<file path="config.mk">
export PLATFORM = sky130hd
export DESIGN_NAME = mem_stage_req
export DESIGN_NICKNAME = d
export VERILOG_FILES = /design/src/rtl/mem_stage_req.sv
export SDC_FILE = /design/constraint.sdc
export NUM_CORES = 1
export LEC_CHECK = 0
export CAP_MARGIN = 15
export CORE_MARGIN = 2
export CORE_UTILIZATION = 37
export DETAILED_ROUTE_END_ITERATION = 8
export PLACE_DENSITY = 0.77
export SLEW_MARGIN = 20
export SYNTH_ARGS = -nofsm -noshare
export SYNTH_HDL_FRONTEND = slang
export SYNTH_SLANG_ARGS = --single-unit
</file>
<file path="constraint.sdc">
create_clock -name clk -period 1.6 [get_ports clk]
set_input_delay 0.16 -clock clk [delete_from_list [all_inputs] [get_ports clk]]
set_output_delay 0.16 -clock clk [all_outputs]
set_load 0.005 [all_outputs]
</file>
<file path="src/rtl/mem_stage_req.sv">
// Memory-access pipeline stage (EXE -> WB) on a req/addr_ok/data_ok data bus.
// Optional MEM_ALIGN_CHECK_EN: flag misaligned accesses instead of truncating the address.
module mem_stage_req #(
  parameter int DATA_W = 32,
  parameter int ADDR_W = 32,
  parameter int DISC_W = 2
) (
  input  logic                clk,
  input  logic                rst_n,
  input  logic                exe_valid,
  output logic                mem_allowin,
  input  logic                exe_is_load,
  input  logic                exe_is_store,
  input  logic [1:0]          exe_size,
  input  logic                exe_unsigned,
  input  logic [ADDR_W-1:0]   exe_vaddr,
  input  logic [DATA_W-1:0]   exe_wdata,
  input  logic [DATA_W-1:0]   exe_result,
  input  logic [4:0]          exe_wnum,
  input  logic [31:0]         exe_pc,
  input  logic                flush,
  input  logic                wb_allowin,
  output logic                mem_valid,
  output logic [DATA_W-1:0]   mem_wbdata,
  output logic [4:0]          mem_wnum,
  output logic [31:0]         mem_pc,
  output logic                mem_wen,
  output logic                mem_exc,
  output logic                data_req,
  output logic                data_wr,
  output logic [1:0]          data_size,
  output logic [ADDR_W-1:0]   data_addr,
  output logic [DATA_W/8-1:0] data_wstrb,
  output logic [DATA_W-1:0]   data_wdata,
  input  logic                data_addr_ok,
  input  logic                data_data_ok,
  input  logic [DATA_W-1:0]   data_rdata
);
  localparam int NB = DATA_W / 8;
  localparam int OW = $clog2(NB);
  localparam logic [DISC_W-1:0] DISC_MAX = '1;

  typedef enum logic [1:0] {S_IDLE, S_REQ, S_WAIT, S_DONE} state_t;

  state_t              state, state_nx;
  logic [DISC_W-1:0]   disc_cnt;
  logic                is_load_r, is_store_r, uns_r, exc_r, wen_r;
  logic [1:0]          size_r;
  logic [ADDR_W-1:0]   paddr_r;
  logic [DATA_W-1:0]   wdata_r, wbdata_r;
  logic [4:0]          wnum_r;
  logic [31:0]         pc_r;

  logic                valid_r, exe_is_mem, exe_misal, capture;
  logic                ack_ok, disc_inc, disc_dec;
  logic [2:0]          low_mask;
  logic [ADDR_W-1:0]   vmapped, exe_paddr;
  logic [OW-1:0]       off;
  logic [DATA_W-1:0]   shifted, load_ext;
  logic [NB-1:0]       size_strb;
  logic                sbit;
  int                  nbits;

  assign exe_is_mem = exe_is_load | exe_is_store;

  always_comb begin
    case (exe_size)
      2'd0:    low_mask = 3'b000;
      2'd1:    low_mask = 3'b001;
      2'd2:    low_mask = 3'b011;
      default: low_mask = 3'b111;
    endcase
  end

  generate
    if (ADDR_W == 32) begin : g_map
      // kseg0/kseg1 fold onto the bottom 512 MB of physical space
      assign vmapped = (exe_vaddr[31:30] == 2'b10) ? {3'b000, exe_vaddr[28:0]} : exe_vaddr;
    end else begin : g_nomap
      assign vmapped = exe_vaddr;
    end
  endgenerate

`ifdef MEM_ALIGN_CHECK_EN
  assign exe_misal = exe_is_mem && ((exe_vaddr[2:0] & low_mask) != 3'b000);
  assign exe_paddr = vmapped;
`else
  assign exe_misal = 1'b0;
  assign exe_paddr = vmapped & ~ADDR_W'(low_mask);
`endif

  assign valid_r     = (state != S_IDLE);
  assign mem_allowin = (!valid_r || (mem_valid && wb_allowin)) &&
                       !((disc_cnt != '0) && exe_is_mem);
  assign capture     = exe_valid && mem_allowin && !flush;

  // A data_ok in WAIT with no orphans outstanding belongs to this instruction,
  // so a simultaneous flush consumes it rather than orphaning a new one.
  assign ack_ok   = data_data_ok && (disc_cnt == '0);
  assign disc_dec = data_data_ok && (disc_cnt != '0);
  assign disc_inc = flush && (((state == S_REQ) && data_addr_ok) ||
                              ((state == S_WAIT) && !ack_ok));

  always_comb begin
    state_nx  = state;
    data_req  = 1'b0;
    mem_valid = 1'b0;
    case (state)
      S_IDLE: if (capture) state_nx = (exe_is_mem && !exe_misal) ? S_REQ : S_DONE;
      S_REQ: begin
        data_req = 1'b1;
        if (flush)             state_nx = S_IDLE;
        else if (data_addr_ok) state_nx = S_WAIT;
      end
      S_WAIT: begin
        if (flush)       state_nx = S_IDLE;
        else if (ack_ok) state_nx = S_DONE;
      end
      S_DONE: begin
        mem_valid = 1'b1;
        if (flush)           state_nx = S_IDLE;
        else if (wb_allowin) state_nx = capture ? ((exe_is_mem && !exe_misal) ? S_REQ : S_DONE)
                                                : S_IDLE;
      end
      default: state_nx = S_IDLE;
    endcase
  end

  // Bus-side request shaping
  assign off = paddr_r[OW-1:0];

  always_comb begin
    for (int i = 0; i < NB; i++) size_strb[i] = (i < (1 << size_r));
  end

  assign data_wr    = data_req && is_store_r;
  assign data_wstrb = data_wr ? (size_strb << off) : '0;
  assign data_size  = size_r;
  assign data_addr  = paddr_r;

  always_comb begin
    case (size_r)
      2'd0:    data_wdata = {NB{wdata_r[7:0]}};
      2'd1:    data_wdata = {(NB/2){wdata_r[15:0]}};
      2'd2:    data_wdata = {(NB/4){wdata_r[31:0]}};
      default: data_wdata = wdata_r;
    endcase
  end

  // Load alignment and extension
  always_comb begin
    shifted = data_rdata >> {off, 3'b000};
    nbits   = 8 << size_r;
    if (nbits > DATA_W) nbits = DATA_W;
    case (size_r)
      2'd0:    sbit = shifted[7];
      2'd1:    sbit = shifted[15];
      2'd2:    sbit = shifted[31];
      default: sbit = shifted[DATA_W-1];
    endcase
    for (int i = 0; i < DATA_W; i++)
      load_ext[i] = (i < nbits) ? shifted[i] : (sbit & ~uns_r);
  end

  always_ff @(posedge clk) begin
    if (!rst_n) begin
      state      <= S_IDLE;
      disc_cnt   <= '0;
      is_load_r  <= 1'b0;
      is_store_r <= 1'b0;
      uns_r      <= 1'b0;
      exc_r      <= 1'b0;
      wen_r      <= 1'b0;
      size_r     <= 2'd0;
      paddr_r    <= '0;
      wdata_r    <= '0;
      wbdata_r   <= '0;
      wnum_r     <= 5'd0;
      pc_r       <= 32'd0;
    end else begin
      state <= state_nx;
      if (disc_inc && !disc_dec && (disc_cnt != DISC_MAX)) disc_cnt <= disc_cnt + 1'b1;
      else if (disc_dec && !disc_inc)                      disc_cnt <= disc_cnt - 1'b1;
      if (capture) begin
        is_load_r  <= exe_is_load;
        is_store_r <= exe_is_store;
        uns_r      <= exe_unsigned;
        exc_r      <= exe_misal;
        size_r     <= exe_size;
        paddr_r    <= exe_paddr;
        wdata_r    <= exe_wdata;
        wnum_r     <= exe_wnum;
        pc_r       <= exe_pc;
        wbdata_r   <= exe_misal ? DATA_W'(exe_vaddr) : exe_result;
        wen_r      <= !exe_misal && (exe_is_load || (!exe_is_store && exe_wnum != 5'd0));
      end else if ((state == S_WAIT) && ack_ok && !flush && is_load_r) begin
        wbdata_r <= load_ext;
      end
    end
  end

  assign mem_wbdata = wbdata_r;
  assign mem_wnum   = wnum_r;
  assign mem_pc     = pc_r;
  assign mem_wen    = mem_valid && wen_r;
  assign mem_exc    = mem_valid && exc_r;

endmodule

</file>
==> key figures <==
Finish
  • Area of all placed cells without fillers: 12510 um2
  • Proportion of layout cells with a drive suffix above 1: 28.93%
  • Storage element area: 2893 um2
  • Count of non-filler cells in the finished layout: 1459
  • Layout overhead on the synthesized area: 90.89%
  • Fill cell total of the finished layout: 1284
  • Fin nets: 1398
  • Final antenna diode count: 0
  • Footprint of the multi-input gates: 3865 um2

Critical path
  • Flop2flop setup slack: -170 ps
  • Category of the worst setup path capture point: flop
  • Worst R2R Start: data_addr[1]
  • Worst setup path class: reg2reg
  • Type of origin of the critical path: flop
  • Largest fanout on the critical path: 4
  • Critical path data arrival time: 2060 ps
  • Crit path from: data_addr[1]
  • CP required: 1890 ps

Clocking
  • CTS root buffer: sky130_fd_sc_hd__clkbuf_16
  • H-tree depth reported by CTS: 4
  • CTS tree: done
  • Clock transition at the registers of the reported paths: 60 ps
  • Clock Latency Late Sink: 420 ps
  • Number of buffers inserted during clock tree synthesis: 17
  • Sink count of the clock tree: 143
  • Buffer depth of the longest clock path: 2
  • Post-cts hold buffer count: 0

Detailed routing
  • Router iterations before antenna repair: 4
  • Vias/cell: 5.194
  • DRT antenna net count: 0
  • Average routed wire per standard cell: 19.07 um
  • DRC violation count after routing: 0
  • Total detailed-routing wirelength: 27830 um
  • Number of vias in the routed layout: 7578
  • First DRT Iteration DRCs: 424

STA
  • Upper clock frequency limit: 565.6 MHz
  • Sum of negative setup slack: -3576 ps
  • Hold slack: 132.8 ps
  • Setup repair after global routing missed its margin: yes
  • Hold Violations, Final: 0
  • Total of endpoints with negative setup slack in the final report: 48
  • Minimum setup slack in the final design: -168.2 ps
  • Period minus WS final: 1768 ps
  • Fraction of the cycle the final worst path needs: 110.5%
  • Final max-slew violation count: 0
  • Skew final: 7.548 ps

Power and ir drop
  • Internal Dissipation: 7.718 mW
  • Portion of total power attributed to the clock network: 39.8%
  • Power share of the combinational group: 22.8%
  • Sequential fraction of design power: 37.4%
  • P_leak: 4.794 nW
  • Switching part of the total power: 25.92%
  • Power, Total: 10.42 mW
  • Power per standard cell area: 833.0 nW/um2
  • Power dissipated by switching net loads: 2.700 mW
  • Max IR drop VDD: 0.7519 mV

GRT
  • Aggregate global routing overflow: 0
  • Vias in the first global route: 7120
  • Antenna violations before repair: 0
  • Largest net degree at the start of global routing: 67
  • First-pass GRT wire length: 37590 um
  • Total track usage: 25.89%

Synth
  • Post-Syn Area: 6553 um2
  • Gate Count Post-Synth: 817
  • Count of unique library cells instantiated by Yosys: 54
  • Predominant post-synthesis flop cell: sky130_fd_sc_hd__dfxtp_1
  • Number of enable-type register cells in the synthesized netlist: 0
  • Proportion of synthesized chip area in sequential cells: 43.69%
  • Net Count, Synth: 994
  • Number of synthesized register bits: 143
  • Mapped Avg Cell Area: 8.020 um2
  • Asr flop ratio synth: 0%
  • Yosys synthesis warning count: 0

Place
  • Half-perimeter wire length after placement: 17560 um
  • Number of I/O port buffers: 320
  • Placed cell count: 1367
  • Post-placement cell area: 10480 um2
  • Placer's final routability congestion estimate: 0.9009

Job
  • Number of maximum-capacitance constraint violations: 0

Floorplan
  • Standard-cell row count: 48
  • Initial standard-cell utilization of the core: 37.88%
  • Vert. Die Dim: 137.1 um
  • Area of the core: 17300 um2
  • IO Count: 322
  • Die Outline Area: 18790 um2
  • Die W: 137.1 um

Worst hold path
  • Min-Delay Startpoint: rst_n
  • Type of the most critical hold path: in2reg

Status
  • Failing checks: negative setup slack
  • Run status: finished with violations
flip-flops by register name (all words and copies together), names as in the netlist:
name	cells
data_addr	32
mem_pc	32
mem_wbdata	32
wdata_r	32
mem_wnum	5
data_size	2
disc_cnt	2
state	2
is_load_r	1
is_store_r	1
uns_r	1
wen_r	1
metal layers:
metal	vias to the layer above	GRT usage (%)	routed length, um
li1	3601	-	-
met1	3591	29.16	10550
met2	330	44.91	14030
met3	56	8.037	2327
met4	0	11.23	922
met5	-	0	0
worst max-delay path: stages, from the launching register on:
cell and delay [ps]:
sky130_fd_sc_hd__dfxtp_4 380, sky130_fd_sc_hd__mux4_2 580, sky130_fd_sc_hd__buf_6 150, sky130_fd_sc_hd__nor2b_4 120, sky130_fd_sc_hd__o31ai_4 210, sky130_fd_sc_hd__buf_6 160
sky130_fd_sc_hd__nor3_2 40
cell usage after synthesis, drive strengths merged, types with 2 or more instances:
| library cell | number | area, um2 |
|---|---|---|
| a211oi | 6 | 45.04 |
| a21boi | 45 | 337.8 |
| a21oi | 91 | 493.0 |
| a22oi | 7 | 52.55 |
| a31oi | 5 | 37.53 |
| and2b | 2 | 15.01 |
| and3 | 3 | 18.77 |
| buf | 45 | 286.5 |
| clkbuf | 27 | 101.4 |
| dfxtp | 143 | 2863 |
| inv | 3 | 11.26 |
| mux2 | 16 | 180.2 |
| mux2i | 24 | 240.2 |
| nand2 | 284 | 1071 |
| nand2b | 3 | 18.77 |
| nand3 | 8 | 45.04 |
| nor2 | 24 | 102.6 |
| nor2b | 4 | 25.02 |
| nor3 | 10 | 50.05 |
| o21ai | 20 | 100.1 |
| o221ai | 18 | 157.7 |
| o22ai | 8 | 56.30 |
final cells by class:
class,count,share of cell area [%]
Clock buffer,20,3.651
Clock inverter,12,1.260
Inverter,3,0.09003
Multi-Input combinational cell,599,30.90
Sequential cell,143,23.13
Tap cell,225,2.251
Timing Repair Buffer,457,38.72
path summary, 6_finish.rpt:
kind               endpoint  depth (start not counted)
max reg2reg  mem_wbdata[10]                          6
min             mem_wnum[3]                          3
min reg2reg      mem_pc[25]                          2
max          mem_wbdata[10]                          6
placed cells by master, fill, tap and decap left out, types with 19 or more instances in the layout:
cell type	netlist	routed
sky130_fd_sc_hd__nand2_2	2	22
sky130_fd_sc_hd__buf_12	0	20
sky130_fd_sc_hd__buf_6	1	38
sky130_fd_sc_hd__clkdlybuf4s50_1	0	282
sky130_fd_sc_hd__a21oi_2	10	38
sky130_fd_sc_hd__nand2_1	282	257
sky130_fd_sc_hd__a21oi_1	81	53
sky130_fd_sc_hd__a21boi_1	45	44
sky130_fd_sc_hd__clkbuf_16	0	31
sky130_fd_sc_hd__mux2i_1	24	19
sky130_fd_sc_hd__buf_2	19	23
sky130_fd_sc_hd__dfxtp_1	143	131
sky130_fd_sc_hd__buf_4	23	62
per-stage QoR:
step	worst slack, ps	utilization (%)
after floorplan	32.95	-
after global placement	-313.2	60.61
after detailed placement	-378.3	60.61
after CTS	-190.2	67.05
after global routing	-232.8	72.32
final	-168.2	72.32
logic make-up (layout without fill, tap and decap cells):
kind of cell | Yosys count | after routing | synth area share [%]
compound gates | 213 | 213 | 21.90
flops | 143 | 143 | 43.69
other cells | 1 | 1 | 0.05723
simple gates | 344 | 344 | 21.50
buf+inv | 75 | 492 | 6.091
mux | 41 | 41 | 6.760
power by group through the flow:
| stage | registers, mW | clock network, mW | logic [mW] |
|---|---|---|---|
| 2_1_floorplan | 3.95 | 0 | 0.677 |
| 3_3_place_gp | 3.96 | 0 | 1.87 |
| 3_5_place_dp | 3.96 | 0 | 1.89 |
| 4_1_cts | 3.89 | 4.21 | 2.04 |
| 5_1_grt | 3.92 | 4.36 | 2.52 |
| 6_report | 3.90 | 4.14 | 2.38 |
what timing repair did:
action	4_1_cts	5_1_grt
setup endpoints to repair	169	109
resized for setup	223	132
setup buffers	26	22
cloned	5	17
pin swaps	21	56
Note: power is estimated with default switching activity, not from simulation.
